`config.mk`:
```
export PLATFORM = sky130hd
export DESIGN_NAME = locked_ripple_divider_flat
export DESIGN_NICKNAME = d
export VERILOG_FILES = /design/src/rtl/locked_ripple_divider_pkg.sv /design/src/rtl/locked_ripple_divider_if.sv /design/src/rtl/locked_ripple_divider_lock_key_fsm.sv /design/src/rtl/locked_ripple_divider.sv /design/src/flat_wrapper.sv
export SDC_FILE = /design/constraint.sdc
export NUM_CORES = 1
export LEC_CHECK = 0
export CORE_MARGIN = 2
export CORE_UTILIZATION = 45
export DETAILED_ROUTE_END_ITERATION = 10
export GPL_TIMING_DRIVEN = 0
export PLACE_DENSITY = 0.75
export SYNTH_ARGS = -nofsm -noshare
export SYNTH_HDL_FRONTEND = slang
export SYNTH_SLANG_ARGS = --single-unit
```
`constraint.sdc`:
```
create_clock -name clk -period 2.1 [get_ports clk]
set_clock_uncertainty 0.1 [all_clocks]
set_input_delay 0.21 -clock clk [delete_from_list [all_inputs] [get_ports clk]]
set_output_delay 0.21 -clock clk [all_outputs]
set_load 0.02 [all_outputs]
```
`src/rtl/locked_ripple_divider_pkg.sv`:
```
// Shared types for the key-locked ripple divider.
package locked_div_pkg;

    typedef enum logic [1:0] {
        LOCKED   = 2'd0,
        CHECK    = 2'd1,
        UNLOCKED = 2'd2,
        LOCKOUT  = 2'd3
    } lock_state_e;

    localparam int FAIL_W = 2;

endpackage

```
`src/rtl/locked_ripple_divider_if.sv`:
```
// Control/status bundle of the locked divider: master drives en/key, slave returns counter status.
interface locked_ripple_divider_if
    import locked_div_pkg::*;
#(
    parameter int STAGES = 4,
    parameter int KEY_W  = 8
);
    logic              en;
    logic [KEY_W-1:0]  key_in;
    logic              key_load;
    logic [STAGES-1:0] count;
    logic              div_out;
    logic              wrap;
    logic              unlocked;
    logic [FAIL_W-1:0] fail_cnt;

    modport master (
        output en, key_in, key_load,
        input  count, div_out, wrap, unlocked, fail_cnt
    );

    modport slave (
        input  en, key_in, key_load,
        output count, div_out, wrap, unlocked, fail_cnt
    );
endinterface

```
`src/rtl/locked_ripple_divider_lock_key_fsm.sv`:
```
// Key register, unlock FSM and failed-attempt counter; produces the counter corruption mask.
// DIV_KEY_LOCKOUT_EN adds a terminal LOCKOUT state after MAX_TRIES wrong keys.
//
//  state    | meaning
//  ---------+-----------------------------------------------------------
//  LOCKED   | wrong or no key, counter corrupted by key_reg ^ KEY
//  CHECK    | one cycle comparing the freshly captured key
//  UNLOCKED | correct key, counter runs clean
//  LOCKOUT  | too many wrong keys, mask all ones until reset (macro only)
module lock_key_fsm
    import locked_div_pkg::*;
#(
    parameter int               STAGES    = 4,
    parameter int               KEY_W     = 8,
    parameter logic [KEY_W-1:0] KEY       = 8'hA5,
    parameter int               MAX_TRIES = 3
) (
    input  logic              clk,
    input  logic              rst,
    input  logic [KEY_W-1:0]  key_in,
    input  logic              key_load,
    output lock_state_e       state,
    output logic [STAGES-1:0] mask,
    output logic              unlocked,
    output logic [FAIL_W-1:0] fail_cnt
);

    lock_state_e       state_q, state_d;
    logic [KEY_W-1:0]  key_reg_q, key_reg_d;
    logic [FAIL_W-1:0] fail_cnt_q, fail_cnt_d;

    // State, key and fail-count registers; reset leaves an intentionally wrong key in place
    always_ff @(posedge clk or posedge rst) begin
        if (rst) begin
            state_q    <= LOCKED;
            key_reg_q  <= ~KEY;
            fail_cnt_q <= '0;
        end else begin
            state_q    <= state_d;
            key_reg_q  <= key_reg_d;
            fail_cnt_q <= fail_cnt_d;
        end
    end

    // Next-state logic: key capture, one-cycle check, saturating failure count
    always_comb begin
        state_d    = state_q;
        key_reg_d  = key_reg_q;
        fail_cnt_d = fail_cnt_q;
        case (state_q)
            LOCKED, UNLOCKED: begin
                if (key_load) begin
                    state_d   = CHECK;
                    key_reg_d = key_in;
                end
            end
            CHECK: begin
                if (key_reg_q == KEY) begin
                    state_d    = UNLOCKED;
                    fail_cnt_d = '0;
                end else begin
                    state_d = LOCKED;
                    if (fail_cnt_q != {FAIL_W{1'b1}}) begin
                        fail_cnt_d = fail_cnt_q + 1'b1;
                    end
`ifdef DIV_KEY_LOCKOUT_EN
                    if (int'(fail_cnt_q) + 1 >= MAX_TRIES) begin
                        state_d = LOCKOUT;
                    end
`endif
                end
            end
`ifdef DIV_KEY_LOCKOUT_EN
            LOCKOUT: state_d = LOCKOUT;
`endif
            default: state_d = LOCKED;
        endcase
    end

    // Outputs decoded from registered state only
    always_comb begin
        mask     = key_reg_q[STAGES-1:0] ^ KEY[STAGES-1:0];
        unlocked = 1'b0;
        if (state_q == UNLOCKED) begin
            mask     = '0;
            unlocked = 1'b1;
        end else if (state_q == LOCKOUT) begin
            mask = '1;
        end
    end

`ifndef DIV_KEY_LOCKOUT_EN
    // Retry limit has no meaning without the lockout state
    logic unused_max_tries;
    assign unused_max_tries = ^MAX_TRIES;
`endif

    assign state    = state_q;
    assign fail_cnt = fail_cnt_q;

endmodule

```
`src/rtl/locked_ripple_divider.sv`:
```
// Key-locked STAGES-bit divider: counter with XOR-corrupted increment, wrap pulse, divided output.
// Optional DIV_KEY_LOCKOUT_EN enables permanent lockout after MAX_TRIES wrong keys.
module locked_ripple_divider
    import locked_div_pkg::*;
#(
    parameter int               STAGES    = 4,
    parameter int               KEY_W     = 8,
    parameter logic [KEY_W-1:0] KEY       = 8'hA5,
    parameter int               MAX_TRIES = 3
) (
    input logic                   clk,
    input logic                   rst,
    locked_ripple_divider_if.slave bus
);

    lock_state_e       state;
    logic [STAGES-1:0] mask;
    logic [STAGES-1:0] count_q, count_d;
    logic              wrap_q, wrap_d;

    lock_key_fsm #(
        .STAGES    (STAGES),
        .KEY_W     (KEY_W),
        .KEY       (KEY),
        .MAX_TRIES (MAX_TRIES)
    ) u_fsm (
        .clk      (clk),
        .rst      (rst),
        .key_in   (bus.key_in),
        .key_load (bus.key_load),
        .state    (state),
        .mask     (mask),
        .unlocked (bus.unlocked),
        .fail_cnt (bus.fail_cnt)
    );

    // Counter and wrap registers
    always_ff @(posedge clk or posedge rst) begin
        if (rst) begin
            count_q <= '0;
            wrap_q  <= 1'b0;
        end else begin
            count_q <= count_d;
            wrap_q  <= wrap_d;
        end
    end

    // Increment then scramble with the mask; wrap flags the step out of all-ones
    always_comb begin
        count_d = count_q;
        if (bus.en) begin
            count_d = (count_q + STAGES'(1)) ^ mask;
        end
        wrap_d = bus.en & (count_q == {STAGES{1'b1}});
    end

    logic unused_state;
    assign unused_state = ^state;

    assign bus.count   = count_q;
    assign bus.div_out = count_q[STAGES-1];
    assign bus.wrap    = wrap_q;

endmodule
```
`src/flat_wrapper.sv`:
```
// flat-port wrapper written by rule: the top's interface ports become plain ports
module locked_ripple_divider_flat import locked_div_pkg::*;
#(
    parameter int               STAGES    = 4,
    parameter int               KEY_W     = 8,
    parameter logic [KEY_W-1:0] KEY       = 8'hA5,
    parameter int               MAX_TRIES = 3
)
  (clk, rst, bus_en, bus_key_in, bus_key_load, bus_count, bus_div_out, bus_wrap, bus_unlocked, bus_fail_cnt);
  locked_ripple_divider_if #(.STAGES(STAGES), .KEY_W(KEY_W)) bus_i ();
  input logic clk;
  input logic rst;
  input wire logic [$bits(bus_i.en)-1:0] bus_en;
  input wire logic [$bits(bus_i.key_in)-1:0] bus_key_in;
  input wire logic [$bits(bus_i.key_load)-1:0] bus_key_load;
  output wire logic [$bits(bus_i.count)-1:0] bus_count;
  output wire logic [$bits(bus_i.div_out)-1:0] bus_div_out;
  output wire logic [$bits(bus_i.wrap)-1:0] bus_wrap;
  output wire logic [$bits(bus_i.unlocked)-1:0] bus_unlocked;
  output wire logic [$bits(bus_i.fail_cnt)-1:0] bus_fail_cnt;
  assign bus_i.en = bus_en;
  assign bus_i.key_in = bus_key_in;
  assign bus_i.key_load = bus_key_load;
  assign bus_count = bus_i.count;
  assign bus_div_out = bus_i.div_out;
  assign bus_wrap = bus_i.wrap;
  assign bus_unlocked = bus_i.unlocked;
  assign bus_fail_cnt = bus_i.fail_cnt;
  locked_ripple_divider #(.STAGES(STAGES), .KEY_W(KEY_W), .KEY(KEY), .MAX_TRIES(MAX_TRIES)) u_core (.clk(clk), .rst(rst), .bus(bus_i));
endmodule
```
After elaboration in Yosys (flattened, before gate mapping)
Index checks and enable logic that the tools add are counted.
- register bits: 17
- bits of input ports: 12
- output and inout port bits: 9
- word-level logic and storage cells: 30
- add/subtract/negate cells: 2
- equal/unequal tests: 7
- mux-type cells: 8
- bitwise logic cells: 3
- reduce and logical (&&, ||, !) cells: 5
- operators by type and width (operator ; number):
    equality test 8 bit, second input constant ; 1
    2-to-1 mux 2 bit ; 4
    2-to-1 mux 4 bit ; 2
    adder 4 x 1 -> 4 bit, second input constant ; 1
    equality test 2 bit, second input constant ; 2
    equality test 4 bit, second input constant ; 1
    inequality test 2 bit, second input constant ; 2
    one-hot mux 2 bit (2 select lines) ; 1
    AND reduction 2 bit ; 2
    XOR 4 bit ; 1
    adder 2 x 1 -> 2 bit, second input constant ; 1
    equality test 2 x 1 -> 1 bit, second input constant ; 1
    logical NOT 2 bit ; 1
    NOT 2 bit ; 1
    nonzero test 2 bit ; 1
    OR reduction 2 bit ; 1
    AND 1 bit ; 1
    2-to-1 mux 1 bit ; 1

Logic depth before layout (Yosys ltp)
- depth in word-level cells: 4
- gate-level depth with buffers: 5
- mapped depth without buffers: 4

Hierarchy
Synthesis repeated with hierarchy kept, for this count alone.
- cells, all modules: 71
- area, all modules: 808.3 um^2
- by module, submodules not included (module ; instances ; cells each ; area an instance (um^2) ; seq. area each (um^2)):
    lock_key_fsm ; 1 ; 49 ; 563.0 ; 305.3
    locked_ripple_divider ; 1 ; 22 ; 245.2 ; 125.1

Worst setup path before layout
Ideal clock, no wire load.
- path kind: register to register
- from: register u_core.count_q[0] (netlist: u_core.bus.count[0])
- to: register u_core.count_q[1] (netlist: u_core.bus.count[1])
- setup time: 125 ps
- arrival time: 1158 ps
- required time: 1875 ps
- path slack: 717 ps
- stages on the path, launching flop included: 4
- buffers on the path: 0
- period minus slack after synthesis: 1383 ps
- cells stage by stage: dfrtp_1 -> ha_1 -> xnor2_1 -> mux2_2
- word-level cells in the longest chain between the ends: 2
- ends and longest elaborated chain (item ; line ; RTL):
    from (decl) ; locked_ripple_divider.sv:18 ; logic [STAGES-1:0] count_q, count_d;
    from (signal assigned) ; locked_ripple_divider.sv:43 ; count_q <= count_d;
    adder 4 x 1 -> 4 bit ; locked_ripple_divider.sv:52 ; count_d = (count_q + STAGES'(1)) ^ mask;
    XOR 4 bit ; locked_ripple_divider.sv:52 ;
No other way between the ends.
A chain may end at the register's enable or synchronous reset.

Worst setup path after layout
- from: register u_core.u_fsm.state_q[0] (netlist: u_core.u_fsm.state[0])
- to: output port bus_unlocked
- word-level cells in the longest chain between the ends: 2
- ends and longest elaborated chain (item ; line ; RTL):
    from (decl) ; locked_ripple_divider_lock_key_fsm.sv:28 ; lock_state_e state_q, state_d;
    from (signal assigned) ; locked_ripple_divider_lock_key_fsm.sv:39 ; state_q <= state_d;
    equality test 2 bit ; locked_ripple_divider_lock_key_fsm.sv:84 ; if (state_q == UNLOCKED) begin
    2-to-1 mux 1 bit ; locked_ripple_divider_lock_key_fsm.sv:84 ;
    to (decl) ; flat_wrapper.sv:19 ; output wire logic [$bits(bus_i.unlocked)-1:0] bus_unlocked;
No other way between the ends.

==> metrics <==
outcome finished, final reports clean; DRC viols 0; Fill cells 138; Critical Path RT 1.79 ns; Synth Area in Compound Gates 4.56%; synth unique cells 24; DRT iter0 DRCs 11; first-pass GRT wire length 2100 µm; slowest stage delay, CP 0.62 ns; minimum clock period 1.88 ns; Leak 0.441 nW; post-synth top area cell dfrtp_1; DR pass1 iterations 2; Initial Util 47.1%; Mapped Area 796 µm²; overall routing resource usage 14.3%; Worst-path clk slew 0.10 ns; average size of a mapped cell 12.4 µm²; GR Overflow Total 0; Buffers on Ports 20; crit start category flip-flop; clock tree from TritonCTS built; adder-cell share of the synthesized area 3.14%; Hold Fails Final Rpt 0; die area 0.00212 mm²; CTS H-tree depth 1; largest net degree at the start of global routing 18; syn nets 78; Die Wd 46.1 µm; synth-to-layout area growth 31.3%; Final ANT Viol Nets 0; core area 0.00169 mm²; clk root buf clkbuf_4; crit share post-route 89.4%; post-synthesis sequential area ratio 54.1%; XOR/XNOR share of the synthesized area 5.50%; CTS Buf Count 3; slowest cell on the critical path clkdlybuf4s50_1; antenna violations before repair 0; WL final 1300 µm; relative slew slack 57.6%; FF+latch count, synth 17; Die Y 46.1 µm; number of diodes 0; Worst Setup Path Type flip-flop to output port; num rows 15; clock latency on the worst-skew pair 0.29 ns; vias in the first global route 533; count leader, synth dfrtp_1; CP cell instances nor2b_1, clkdlybuf4s50_1; Final setup viols 0; Setup TNS 0 ns; top cells by count, synth 13 x dfrtp_1, 9 x mux2_2, 4 x dfstp_2, 4 x inv_1, 4 x nand2_1; Vias/cell 5.26; Worst EP arrival 1.57 ns; fin nets 103; maximum net fanout on the critical path 6; Synth area leaders dfrtp_1 41%, dfstp_2 13%, mux2_2 13%, mux2i_1 3.8%, xnor2_1 3.3%; Post-Synthesis Cells 64; mux cell area share after synthesis 16.5%; post-CTS resize count 0; Setup Buffers After CTS 0; DP Wirelength 1020 µm; synth warn 0; predominant post-synthesis flop cell dfrtp_1; Num Clock Sinks 17; CTS Buffer Depth 2; RSZ-0062 raised after global routing false; share of layout cells above drive strength 1 23.9%; Fmax 533 MHz; quantity of hold-fixing buffers added after cts 0; simple-gate share of the synthesized area 11.9%; Post-synth EDFFs 0; Worst-Margin Slew 0.635 ns; PwrDens 1120 mW/mm²; top cell type's share of synthesized area 40.9%; hold crit path type input port to async pin; Final Max Slew Viols 0; IO Pins 21; wire per inst 12.4 µm; Worst VDD drop 0.770 mV; main combinational cell family by area after synthesis multiplexers; CP endpoint kind output port; Synth async-reset ratio 100%; gpl congestion 0.755; via count 552; overall power 0.00117 W; total of max-cap violations 0
==> layer usage <==
layer / track usage, % / part of all wire [%] / up-vias
met2: 23.9 / 50 / 16
met1: 17.0 / 43 / 266
met4: 8.57 / 2.0 / 0
met3: 2.35 / 5.1 / 4
met5: 0 / 0 / -
li1: - / - / 266
==> placed cells by master, fill, tap and decap left out, drive strengths merged, types with 2 or more instances in the layout <==
| master | netlist | routed |
|---|---|---|
| clkdlybuf4s50 | 0 | 20 |
| dfrtp | 13 | 13 |
| inv | 4 | 4 |
| xor2 | 2 | 2 |
| nand3 | 2 | 2 |
| clkbuf | 0 | 3 |
| mux2 | 9 | 9 |
| nor2 | 3 | 3 |
| xnor2 | 3 | 3 |
| dfstp | 4 | 4 |
| nand2b | 2 | 2 |
| mux2i | 3 | 3 |
| nand2 | 4 | 4 |
| buf | 2 | 2 |
| o21ai | 3 | 3 |
| ha | 2 | 2 |
==> power by group <==
group          switching, W  internal, W  leakage (nW)  total [W]
clock              0.000103    0.0000708        0.0177   0.000174
sequential        0.0000824     0.000423         0.200   0.000505
combinational      0.000216     0.000272         0.223   0.000488
==> flip-flops by register name, summed over array words and instances, names as in the netlist <==
| register | count |
|---|---|
| u_core.bus.count | 4 |
| u_core.u_fsm.fail_cnt | 2 |
| u_core.bus.wrap | 1 |
| u_core.u_fsm.state | 2 |
| u_core.u_fsm.key_reg_q | 8 |
==> cell families after synthesis <==
group,after synthesis
and+or+nand+nor,16
xor gates and xnor gates,5
AOI/OAI and AO/OA,6
muxes,12
adders and majority gates,2
buffers and inverters,6
DFF,17
==> worst paths after layout <==
path | start | end | slack, ns | cells after the start
min | rst | u_core.u_fsm.fail_cnt[0]$_DFFE_PP0P_ | 0.18 | 2
min in group clk | bus_key_in[4] | u_core.u_fsm.key_reg_q[4]$_DFFE_PP1P_ | 0.42 | 2
max reg2reg | u_core.u_fsm.key_reg_q[6]$_DFFE_PP1P_ | u_core.u_fsm.fail_cnt[1]$_DFFE_PP0P_ | 0.71 | 4
max | u_core.u_fsm.state[0]$_DFFE_PP0P_ | bus_unlocked | 0.22 | 2
min reg2reg | u_core.bus.count[2]$_DFFE_PP0P_ | u_core.bus.count[2]$_DFFE_PP0P_ | 0.43 | 1
max in group asynchronous | rst | u_core.bus.count[2]$_DFFE_PP0P_ | 1.30 | 2
==> cell type report <==
cell class | count | area [µm²] | share of cell area [%]
Sequential cell | 17 | 430 | 41.2
Clock inverter | 1 | 5.00 | 0.479
Inverter | 4 | 15.0 | 1.44
Tap cell | 17 | 21.3 | 2.04
Multi-Input combinational cell | 41 | 332 | 31.7
Clock buffer | 3 | 22.5 | 2.16
Timing Repair Buffer | 20 | 200 | 19.2
Buffer | 2 | 18.8 | 1.80
==> stage by stage <==
step / std cells / hold slack, ns / setup slack (ns) / utilization (%) / cell area, µm²
final: 105 / 0.182 / 0.223 / 61.9 / 1040
after global routing: 105 / 0.235 / 0.136 / 61.9 / 1040
after CTS: 105 / 0.206 / 0.209 / 61.9 / 1040
after detailed placement: 101 / 0.414 / 0.541 / 60.2 / 1020
after global placement: 101 / 0.389 / 0.549 / 60.2 / 1020
after floorplan: 64 / 0.0332 / 0.717 / - / 796
==> critical path: cells and delay by family (launching register included) <==
family | cells | cell delay [ns]
flops | 1 | 0.47
buf+inv | 1 | 0.62
simple gates | 1 | 0.18
No activity file was read; power rests on OpenSTA's default activity.
